<file path="config.mk">
export PLATFORM = sky130hd
export DESIGN_NAME = noc_injector
export DESIGN_NICKNAME = d
export VERILOG_FILES = /design/src/rtl/noc_pkg.sv /design/src/rtl/noc_cmd_capture.sv /design/src/rtl/noc_injector.sv
export SDC_FILE = /design/constraint.sdc
export NUM_CORES = 1
export LEC_CHECK = 0
export BUFFER_PORTS_ARGS = -buffer_cell sky130_fd_sc_hd__buf_2
export CAP_MARGIN = 0
export CORE_MARGIN = 2
export CORE_UTILIZATION = 25
export DETAILED_ROUTE_END_ITERATION = 16
export PLACE_DENSITY_LB_ADDON = 0.25
export SKIP_CTS_REPAIR_TIMING = 1
export SLEW_MARGIN = 10
export SYNTH_ARGS = -nofsm -noshare
export SYNTH_HDL_FRONTEND = slang
export SYNTH_HIERARCHICAL = 1
export SYNTH_SLANG_ARGS = --single-unit
</file>
<file path="constraint.sdc">
create_clock -name clock -period 5.3 [get_ports clock]
set_input_delay 0.53 -clock clock [delete_from_list [all_inputs] [get_ports clock]]
set_output_delay 0.53 -clock clock [all_outputs]
set_load 0.01 [all_outputs]
</file>
<file path="src/rtl/noc_pkg.sv">
// Shared NoC definitions used by the injector and the router.
// Contents: flit width, flit type codes, flit and command field offsets,
// op encodings, packed views of the command word and the flit, the injector
// FSM state type, and a flit builder helper.
package noc_pkg;

   localparam int unsigned FlitW = 16;

   // Processor command word: [10:9] op, [8:6] body count, [5:2] seed, [1:0] dst.
   localparam int unsigned CfgW      = 11;
   localparam int unsigned CfgOpLsb  = 9;
   localparam int unsigned CfgNLsb   = 6;
   localparam int unsigned CfgSeedLsb = 2;
   localparam int unsigned CfgDstLsb = 0;

   localparam logic [1:0] OpIdle = 2'b00;
   localparam logic [1:0] OpSend = 2'b01;

   // Flit: [15:14] type, [13:12] src, [11:10] dst, [9:0] data.
   localparam int unsigned FlitTypeLsb = 14;
   localparam int unsigned FlitSrcLsb  = 12;
   localparam int unsigned FlitDstLsb  = 10;
   localparam int unsigned FlitDataW   = 10;

   typedef enum logic [1:0] {
      FlitNone = 2'b00,
      FlitHead = 2'b01,
      FlitBody = 2'b10,
      FlitTail = 2'b11
   } flit_type_e;

   typedef struct packed {
      logic [1:0] op;
      logic [2:0] n;
      logic [3:0] seed;
      logic [1:0] dst;
   } cmd_t;

   typedef struct packed {
      flit_type_e      ftype;
      logic [1:0]      src;
      logic [1:0]      dst;
      logic [FlitDataW-1:0] data;
   } flit_t;

   typedef enum logic [1:0] {
      StIdle = 2'b00,
      StHead = 2'b01,
      StBody = 2'b10,
      StTail = 2'b11
   } inj_state_e;

   function automatic flit_t make_flit(flit_type_e ftype, logic [1:0] src, logic [1:0] dst,
                                       logic [FlitDataW-1:0] data);
      flit_t f;
      f.ftype = ftype;
      f.src   = src;
      f.dst   = dst;
      f.data  = data;
      return f;
   endfunction

endpackage

</file>
<file path="src/rtl/noc_cmd_capture.sv">
// Command edge detector and one-entry pending slot for the NoC injector.
// Ports:
//   clock, reset         - clock, asynchronous active-low reset
//   configure[10:0]      - processor command word
//   direct_ok            - injector FSM is idle and can take a command now
//   pend_pop             - injector is consuming the pending command this cycle
//   direct_cap           - a command is being handed straight to the FSM this cycle
//   pend_valid/pend_word - pending slot contents
//   pend_valid_next      - pending slot occupancy after this edge
//   cmd_error            - one-cycle pulse when a send to this node is dropped
module noc_cmd_capture
   import noc_pkg::*;
#(
   parameter int unsigned NODE_ID = 0
) (
   input  logic        clock,
   input  logic        reset,
   input  logic [10:0] configure,
   input  logic        direct_ok,
   input  logic        pend_pop,
   output logic        direct_cap,
   output logic        pend_valid,
   output logic [10:0] pend_word,
   output logic        pend_valid_next,
   output logic        cmd_error
);

   localparam logic [1:0] SelfId = 2'(NODE_ID);

   logic [10:0] hist_q;
   logic        pend_valid_q, pend_valid_d;
   logic [10:0] pend_word_q, pend_word_d;
   logic        err_q, err_d;

   cmd_t cur, prev;
   logic detect, self_dst, accepted, pend_fill;

   assign cur  = cmd_t'(configure);
   assign prev = cmd_t'(hist_q);

   // New command on entry into op=send, or on any word change while staying in send.
   assign detect   = (cur.op == OpSend) && ((prev.op != OpSend) || (configure != hist_q));
   assign self_dst = (cur.dst == SelfId);
   assign accepted = detect && !self_dst;

   always_comb begin
      direct_cap   = accepted && direct_ok;
      // A full slot keeps its command; the new one is dropped.
      pend_fill    = accepted && !direct_ok && !pend_valid_q;
      pend_valid_d = pend_fill || (pend_valid_q && !pend_pop);
      pend_word_d  = pend_fill ? configure : pend_word_q;
      err_d        = detect && self_dst;
   end

   always_ff @(posedge clock or negedge reset) begin
      if (!reset) begin
         hist_q       <= '0;
         pend_valid_q <= 1'b0;
         pend_word_q  <= '0;
         err_q        <= 1'b0;
      end else begin
         hist_q       <= configure;
         pend_valid_q <= pend_valid_d;
         pend_word_q  <= pend_word_d;
         err_q        <= err_d;
      end
   end

   assign pend_valid      = pend_valid_q;
   assign pend_word       = pend_word_q;
   assign pend_valid_next = pend_valid_d;
   assign cmd_error       = err_q;

endmodule

</file>
<file path="src/rtl/noc_injector.sv">
// NoC packet injector: turns processor send commands into head/body/tail flits
// for the local router port.
// Ports:
//   clock, reset     - clock, asynchronous active-low reset
//   configure[10:0]  - command word {op, body count, seed, dst}
//   flit_out         - flit {type, src, dst, data}
//   flit_valid       - flit_out is valid
//   flit_ready       - router accepts flit_out this cycle
//   processor_ready  - idle with no pending command
//   cmd_error        - pulse when a send to this node is dropped
module noc_injector
   import noc_pkg::*;
#(
   parameter int unsigned NODE_ID = 0,
   parameter int unsigned FLIT_W  = 16
) (
   input  logic              clock,
   input  logic              reset,
   input  logic [10:0]       configure,
   output logic [FLIT_W-1:0] flit_out,
   output logic              flit_valid,
   input  logic              flit_ready,
   output logic              processor_ready,
   output logic              cmd_error
);

   localparam logic [1:0] SrcId = 2'(NODE_ID);

   inj_state_e state_q, state_d;
   logic [2:0] n_q, n_d;
   logic [3:0] seed_q, seed_d;
   logic [1:0] dst_q, dst_d;
   logic [2:0] cnt_q, cnt_d;
   logic       rdy_q, rdy_d;

   logic        direct_cap, pend_valid, pend_valid_next, pend_pop;
   logic [10:0] pend_word, load_word;
   logic        load, fire;
   logic [3:0]  body_nib;
   flit_t       flit;

   noc_cmd_capture #(
      .NODE_ID(NODE_ID)
   ) u_capture (
      .clock          (clock),
      .reset          (reset),
      .configure      (configure),
      .direct_ok      (state_q == StIdle),
      .pend_pop       (pend_pop),
      .direct_cap     (direct_cap),
      .pend_valid     (pend_valid),
      .pend_word      (pend_word),
      .pend_valid_next(pend_valid_next),
      .cmd_error      (cmd_error)
   );

   assign fire = flit_valid && flit_ready;

   // State register.
   always_ff @(posedge clock or negedge reset) begin
      if (!reset) begin
         state_q <= StIdle;
         n_q     <= '0;
         seed_q  <= '0;
         dst_q   <= '0;
         cnt_q   <= '0;
         rdy_q   <= 1'b1;
      end else begin
         state_q <= state_d;
         n_q     <= n_d;
         seed_q  <= seed_d;
         dst_q   <= dst_d;
         cnt_q   <= cnt_d;
         rdy_q   <= rdy_d;
      end
   end

   // Next-state logic.
   always_comb begin
      state_d   = state_q;
      n_d       = n_q;
      seed_d    = seed_q;
      dst_d     = dst_q;
      cnt_d     = cnt_q;
      pend_pop  = 1'b0;
      load      = 1'b0;
      load_word = configure;

      unique case (state_q)
         StIdle: begin
            if (direct_cap) begin
               load    = 1'b1;
               state_d = StHead;
            end else if (pend_valid) begin
               // Slot filled on the same edge the previous tail left for idle.
               pend_pop  = 1'b1;
               load      = 1'b1;
               load_word = pend_word;
               state_d   = StHead;
            end
         end
         StHead: begin
            if (fire) begin
               cnt_d   = '0;
               state_d = (n_q == 3'd0) ? StTail : StBody;
            end
         end
         StBody: begin
            if (fire) begin
               if (cnt_q == n_q - 3'd1) begin
                  state_d = StTail;
               end else begin
                  cnt_d = cnt_q + 3'd1;
               end
            end
         end
         StTail: begin
            if (fire) begin
               if (pend_valid) begin
                  pend_pop  = 1'b1;
                  load      = 1'b1;
                  load_word = pend_word;
                  state_d   = StHead;
               end else begin
                  state_d = StIdle;
               end
            end
         end
         default: state_d = StIdle;
      endcase

      if (load) begin
         {n_d, seed_d, dst_d} = load_word[CfgOpLsb-1:0];
         cnt_d                = '0;
      end

      rdy_d = (state_d == StIdle) && !pend_valid_next;
   end

   // Output logic: flits are decoded from held state, so they stay stable under backpressure.
   always_comb begin
      flit       = '0;
      flit_valid = 1'b0;
      body_nib   = seed_q + {1'b0, cnt_q};
      unique case (state_q)
         StIdle: begin
            flit       = '0;
            flit_valid = 1'b0;
         end
         StHead: begin
            flit       = make_flit(FlitHead, SrcId, dst_q, {3'b000, n_q, seed_q});
            flit_valid = 1'b1;
         end
         StBody: begin
            flit       = make_flit(FlitBody, SrcId, dst_q, {6'b000000, body_nib});
            flit_valid = 1'b1;
         end
         StTail: begin
            flit       = make_flit(FlitTail, SrcId, dst_q, '0);
            flit_valid = 1'b1;
         end
         default: begin
            flit       = '0;
            flit_valid = 1'b0;
         end
      endcase
   end

   assign flit_out        = flit;
   assign processor_ready = rdy_q;

endmodule

</file>
* Yosys cells after proc, flatten, opt, wreduce, memory -nomap -nowiden
Index checks and enable logic that the tools add are counted. Widths: inputs -> output; s select.
Cells by class: add/subtract/negate cells 3, multipliers 0, div/mod/pow operators 0, magnitude comparators 0, equality and inequality tests 10, shift operators 0, muxes and demuxes 26, bitwise logic cells 0, reduce and logical (&&, ||, !) cells 23
Operators with widths (number):
- $pmux 16 s4 | 1
- $mux 9 | 3
- $pmux 9 s2 | 1
- $mux 2 | 6
- $mux 3 | 4
- $ne 11x11->1 | 1
- $logic_and 1x1->1 | 9
- $ne 3x3->1 const B | 3
- $pmux 2 s4 | 1
- $logic_not 2->1 | 3
- $mux 1 | 6
- $pmux 1 s2 | 3
- $pmux 3 s2 | 1
- $logic_not 1->1 | 5
- $add 4x3->4 | 1
- $eq 2x1->1 const B | 2
- $eq 2x2->1 const B | 2
- $reduce_and 4->1 | 1
- $add 3x1->3 const B | 1
- $eq 3x3->1 | 1
- $logic_not 3->1 | 1
- $reduce_bool 3->1 | 1
- $reduce_or 3->1 | 1
- $sub 3x1->3 const B | 1
- other kinds (2) | 3
Word-level totals: register bits after elaboration 37, latch bits 0, memory bits (writable) 0, ROM bits 0, input port bits 14, output and inout port bits 19, memories 0

* Logic depth before layout (Yosys ltp)
word-level depth 12, mapped depth 10

* Modules after synthesis
The synthesis kept the hierarchy.
By module, submodules not included:
- noc_injector | times used 1, cells an instance 135, area each 1157.4 um^2
- noc_cmd_capture | times used 1, cells an instance 62, area each 917.1 um^2

* Worst setup path before layout
No wires, ideal clock.
path type input-to-reg, start point input configure[0], end point register rdy_q (netlist: processor_ready), arrival time 2062 ps, data required time 5218 ps, setup slack 3156 ps, stages on the path 10, path buffers 1, cells stage by stage xnor2_1 > nand4_1 > nor3_2 > nor3_1 > nand2b_1 > a21boi_2 > and2b_1 > buf_4 > o21ai_0 > nor3_1
On the way: cells in the longest elaborated chain, start to end 12, elaborated cells between the ends (all ways) 19, classes of those cells eq/ne: 1; mux: 4; reduce/logical: 14
RTL lines:
- from (decl) | line noc_injector.sv:19 | input logic [10:0] configure,
- $ne 11x11->1 | line noc_cmd_capture.sv:42 | assign detect = (cur.op == OpSend) && ((prev.op != OpSend) || (configure != hist_q));
- $logic_or 1x1->1 | line noc_cmd_capture.sv:42
- $logic_and 1x1->1 | line noc_cmd_capture.sv:42
- $logic_and 1x1->1 (*) | line noc_cmd_capture.sv:44 | assign accepted = detect && !self_dst;
- $logic_and 1x1->1 (*) | line noc_cmd_capture.sv:47 | direct_cap = accepted && direct_ok;
- via direct_cap | line noc_injector.sv:36 | logic direct_cap, pend_valid, pend_valid_next, pend_pop;
- $mux 1 (*) | line noc_injector.sv:91 | if (direct_cap) begin
- $pmux 1 s2 (*) | line noc_injector.sv:89 | unique case (state_q)
- via pend_pop | line noc_injector.sv:36
- $logic_not 1->1 (*) | line noc_cmd_capture.sv:50 | pend_valid_d = pend_fill || (pend_valid_q && !pend_pop);
- $logic_and 1x1->1 (*) | line noc_cmd_capture.sv:50
- $logic_or 1x1->1 (*) | line noc_cmd_capture.sv:50
- via pend_valid_next | line noc_injector.sv:36
- $logic_not 1->1 (*) | line noc_injector.sv:137 | rdy_d = (state_d == StIdle) && !pend_valid_next;
- $logic_and 1x1->1 (*) | line noc_injector.sv:137
- via rdy_d | line noc_injector.sv:34 | logic rdy_q, rdy_d;
- to (signal assigned) | line noc_injector.sv:74 | rdy_q <= rdy_d;
- to (decl) | line noc_injector.sv:34
The timed path passes the listed nets; every way through them passes the cells marked *. A chain may end at the register's enable or synchronous reset.

* Worst setup path in the final report
start point register state_q[0], end point register rdy_q (netlist: processor_ready)
On the way: elaborated cells between the ends (all ways) 27, classes of those cells eq/ne: 3; mux: 11; reduce/logical: 13
RTL lines:
- from (decl) | line noc_injector.sv:29 | inj_state_e state_q, state_d;
- from (signal assigned) | line noc_injector.sv:62 | state_q <= StIdle;
- from (signal assigned) | line noc_injector.sv:69 | state_q <= state_d;
- $logic_not 2->1 | line noc_injector.sv:48 | .direct_ok (state_q == StIdle),
- $logic_and 1x1->1 | line noc_cmd_capture.sv:47
- via direct_cap | line noc_injector.sv:36
- $mux 1 | line noc_injector.sv:91
- $pmux 1 s2 | line noc_injector.sv:89
- $logic_not 1->1 | line noc_cmd_capture.sv:50
- $logic_and 1x1->1 | line noc_cmd_capture.sv:50
- $logic_or 1x1->1 | line noc_cmd_capture.sv:50
- via pend_valid_next | line noc_injector.sv:36
- $logic_not 1->1 | line noc_injector.sv:137
- $logic_and 1x1->1 | line noc_injector.sv:137
- via rdy_d | line noc_injector.sv:34
The timed path passes the listed nets, and every way through them passes these cells.

==> results.toml <==
[critical_path]
cp_max_fo = 20
critPathRequiredTime_ps = 5510
end_kind = "flop"
worstSetupPathType = "reg -> reg"
cp-start-kind = "flop"
cp.arrival_ps = 2890
crit_path_top_delay_cell = "ha_1"
crit_buf_inv = 1
critPathMaxStageDelay_ps = 580
cp_top_family = "simple AND/OR/NAND/NOR gates"
crit_chain = "inv_1 > ha_1 > o21ai_0 > nor3_1 > nand2b_1 > a21boi_2 > and2b_1 > o21ai_0 > nor3_1"

[placed_design]
dp_cells = 315
port-buffer-count = 27
gp_congestion = 0.7350
place_hpwl_mm = 3.234

[sta]
setup_violations = 0
period_needed_ps = 2680
grt_setup_unrepaired = "false"
tightest_slew_ps = 826.5
finalHoldViolations = 0
slew_violations = 0
setup_tns_ps = 0
finalCritPeriodShare_pct = 50.56
fin_skew_ps = 4.834
relSlewSlack_pct = 44.90
max_freq_ghz = 0.3731

[global_route]
overflow = 0
grt_max_degree = 38
grt_pass1_vias = 1401
antenna_found_initial = 0
grtUsageTotal_pct = 10.70
grt_first_pass_wirelength_mm = 7.307

[flow_run]
maxCapViolations = 0

[hold_path]
hp-class = "in -> async"

[finish]
seqCellArea_um2 = 927.1
final_cell_mix = "dfrtp_1, buf_2, nor2_1, o21ai_0, a22oi_1"
utilization_pct = 29.64
n_fill_cell = 838
multi_input_area_um2 = 996.0
nets = 245
final_cell_count_no_fill = 323
diodes = 0
final_common_cell = "dfrtp_1"
syn2layout_area_growth_pct = 14.43
drive_above_1_share_pct = 20.36

[pwr]
ir_worst_vdd_mv = 0.1720
leakage_nw = 1.062
pwr_density_cell_nw_per_um2 = 572.3

[clock_network]
clockBufferDepth = 2
cts_made_buffers = 5
cts_sinks = 37
tritoncts = "built"
clk_latency_ps = 280
clk_pin_slew_ps = 70
cts_max_level = 2
root_buffer = "clkbuf_8"

[floorplanning]
start_util_pct = 25.90
core-area_um2 = 7767
rows = 32
die_x_um = 93.71
dieArea_um2 = 8782
die_h_um = 93.71
ios = 33

[route]
routed_wl_mm = 4.402
final_antenna_net_count = 0
vias = 1438
route.detailed.drc = 0
drtIter0Drc = 96
drt_pass1_iterations = 4
post_drt_wl_per_cell_um = 13.63
vias_per_cell = 4.452

[yosys]
yosys_warnings = 6
synth_area_per_cell_um2 = 10.42
netlist_area_um2 = 2012
netlist_instances = 193

[run_status]
status = "finished clean"
## final timing paths
path,from,cells after the start,to,slack (ps)
min in group clock,configure[10],1,u_capture/hist_q[10],360
min reg2reg,u_capture/pend_word[4],1,u_capture/pend_word[4],510
min,reset,1,u_capture/cmd_error,340
max reg2reg,state_q[0],9,processor_ready,2620
max in group asynchronous,reset,1,u_capture/pend_word[7],4440
max,state_q[0],9,processor_ready,2620
## area by class of cell
class | count | share of cell area, %
Multi-Input combinational cell | 141 | 43.26
Timing Repair Buffer | 28 | 6.196
Inverter | 7 | 1.141
Clock inverter | 2 | 0.4348
Sequential cell | 37 | 40.27
Tap cell | 102 | 5.543
Clock buffer | 6 | 3.152
## stage by stage
step                      hold slack, ps  setup slack [ps]  cell area [µm²]  total power, mW
after floorplan                    234.4              3156             2027           0.9543
after global placement             496.2              2682             2220            1.140
after detailed placement           492.7              2622             2220            1.139
after CTS                          355.4              2660             2302            1.336
after global routing               357.4              2227             2302            1.446
final                              340.2              2620             2302            1.318
## layer usage
metal	vias up	share of wire, %	track usage, %
met3	7	3.2	2.167
met1	680	50	14.81
met2	29	46	16.67
li1	722	-	-
met5	-	0	0
met4	0	1.3	3.623
## registers in the layout (all words and copies together), names as in the netlist
name / cells
u_capture/hist_q: 11
seed_q: 4
u_capture/cmd_error: 1
u_capture/pend_word: 9
cnt_q: 3
state_q: 2
n_q: 3
processor_ready: 1
dst_q: 2
u_capture/pend_valid: 1
## power breakdown
part           total, mW  leakage (nW)  switching (mW)  internal (mW)
registers          0.472         0.440          0.0881          0.384
logic              0.660         0.577           0.361          0.298
clock network      0.185        0.0450          0.0945         0.0910
total               1.32          1.06           0.544          0.774
(Power assumes the default switching activity.)
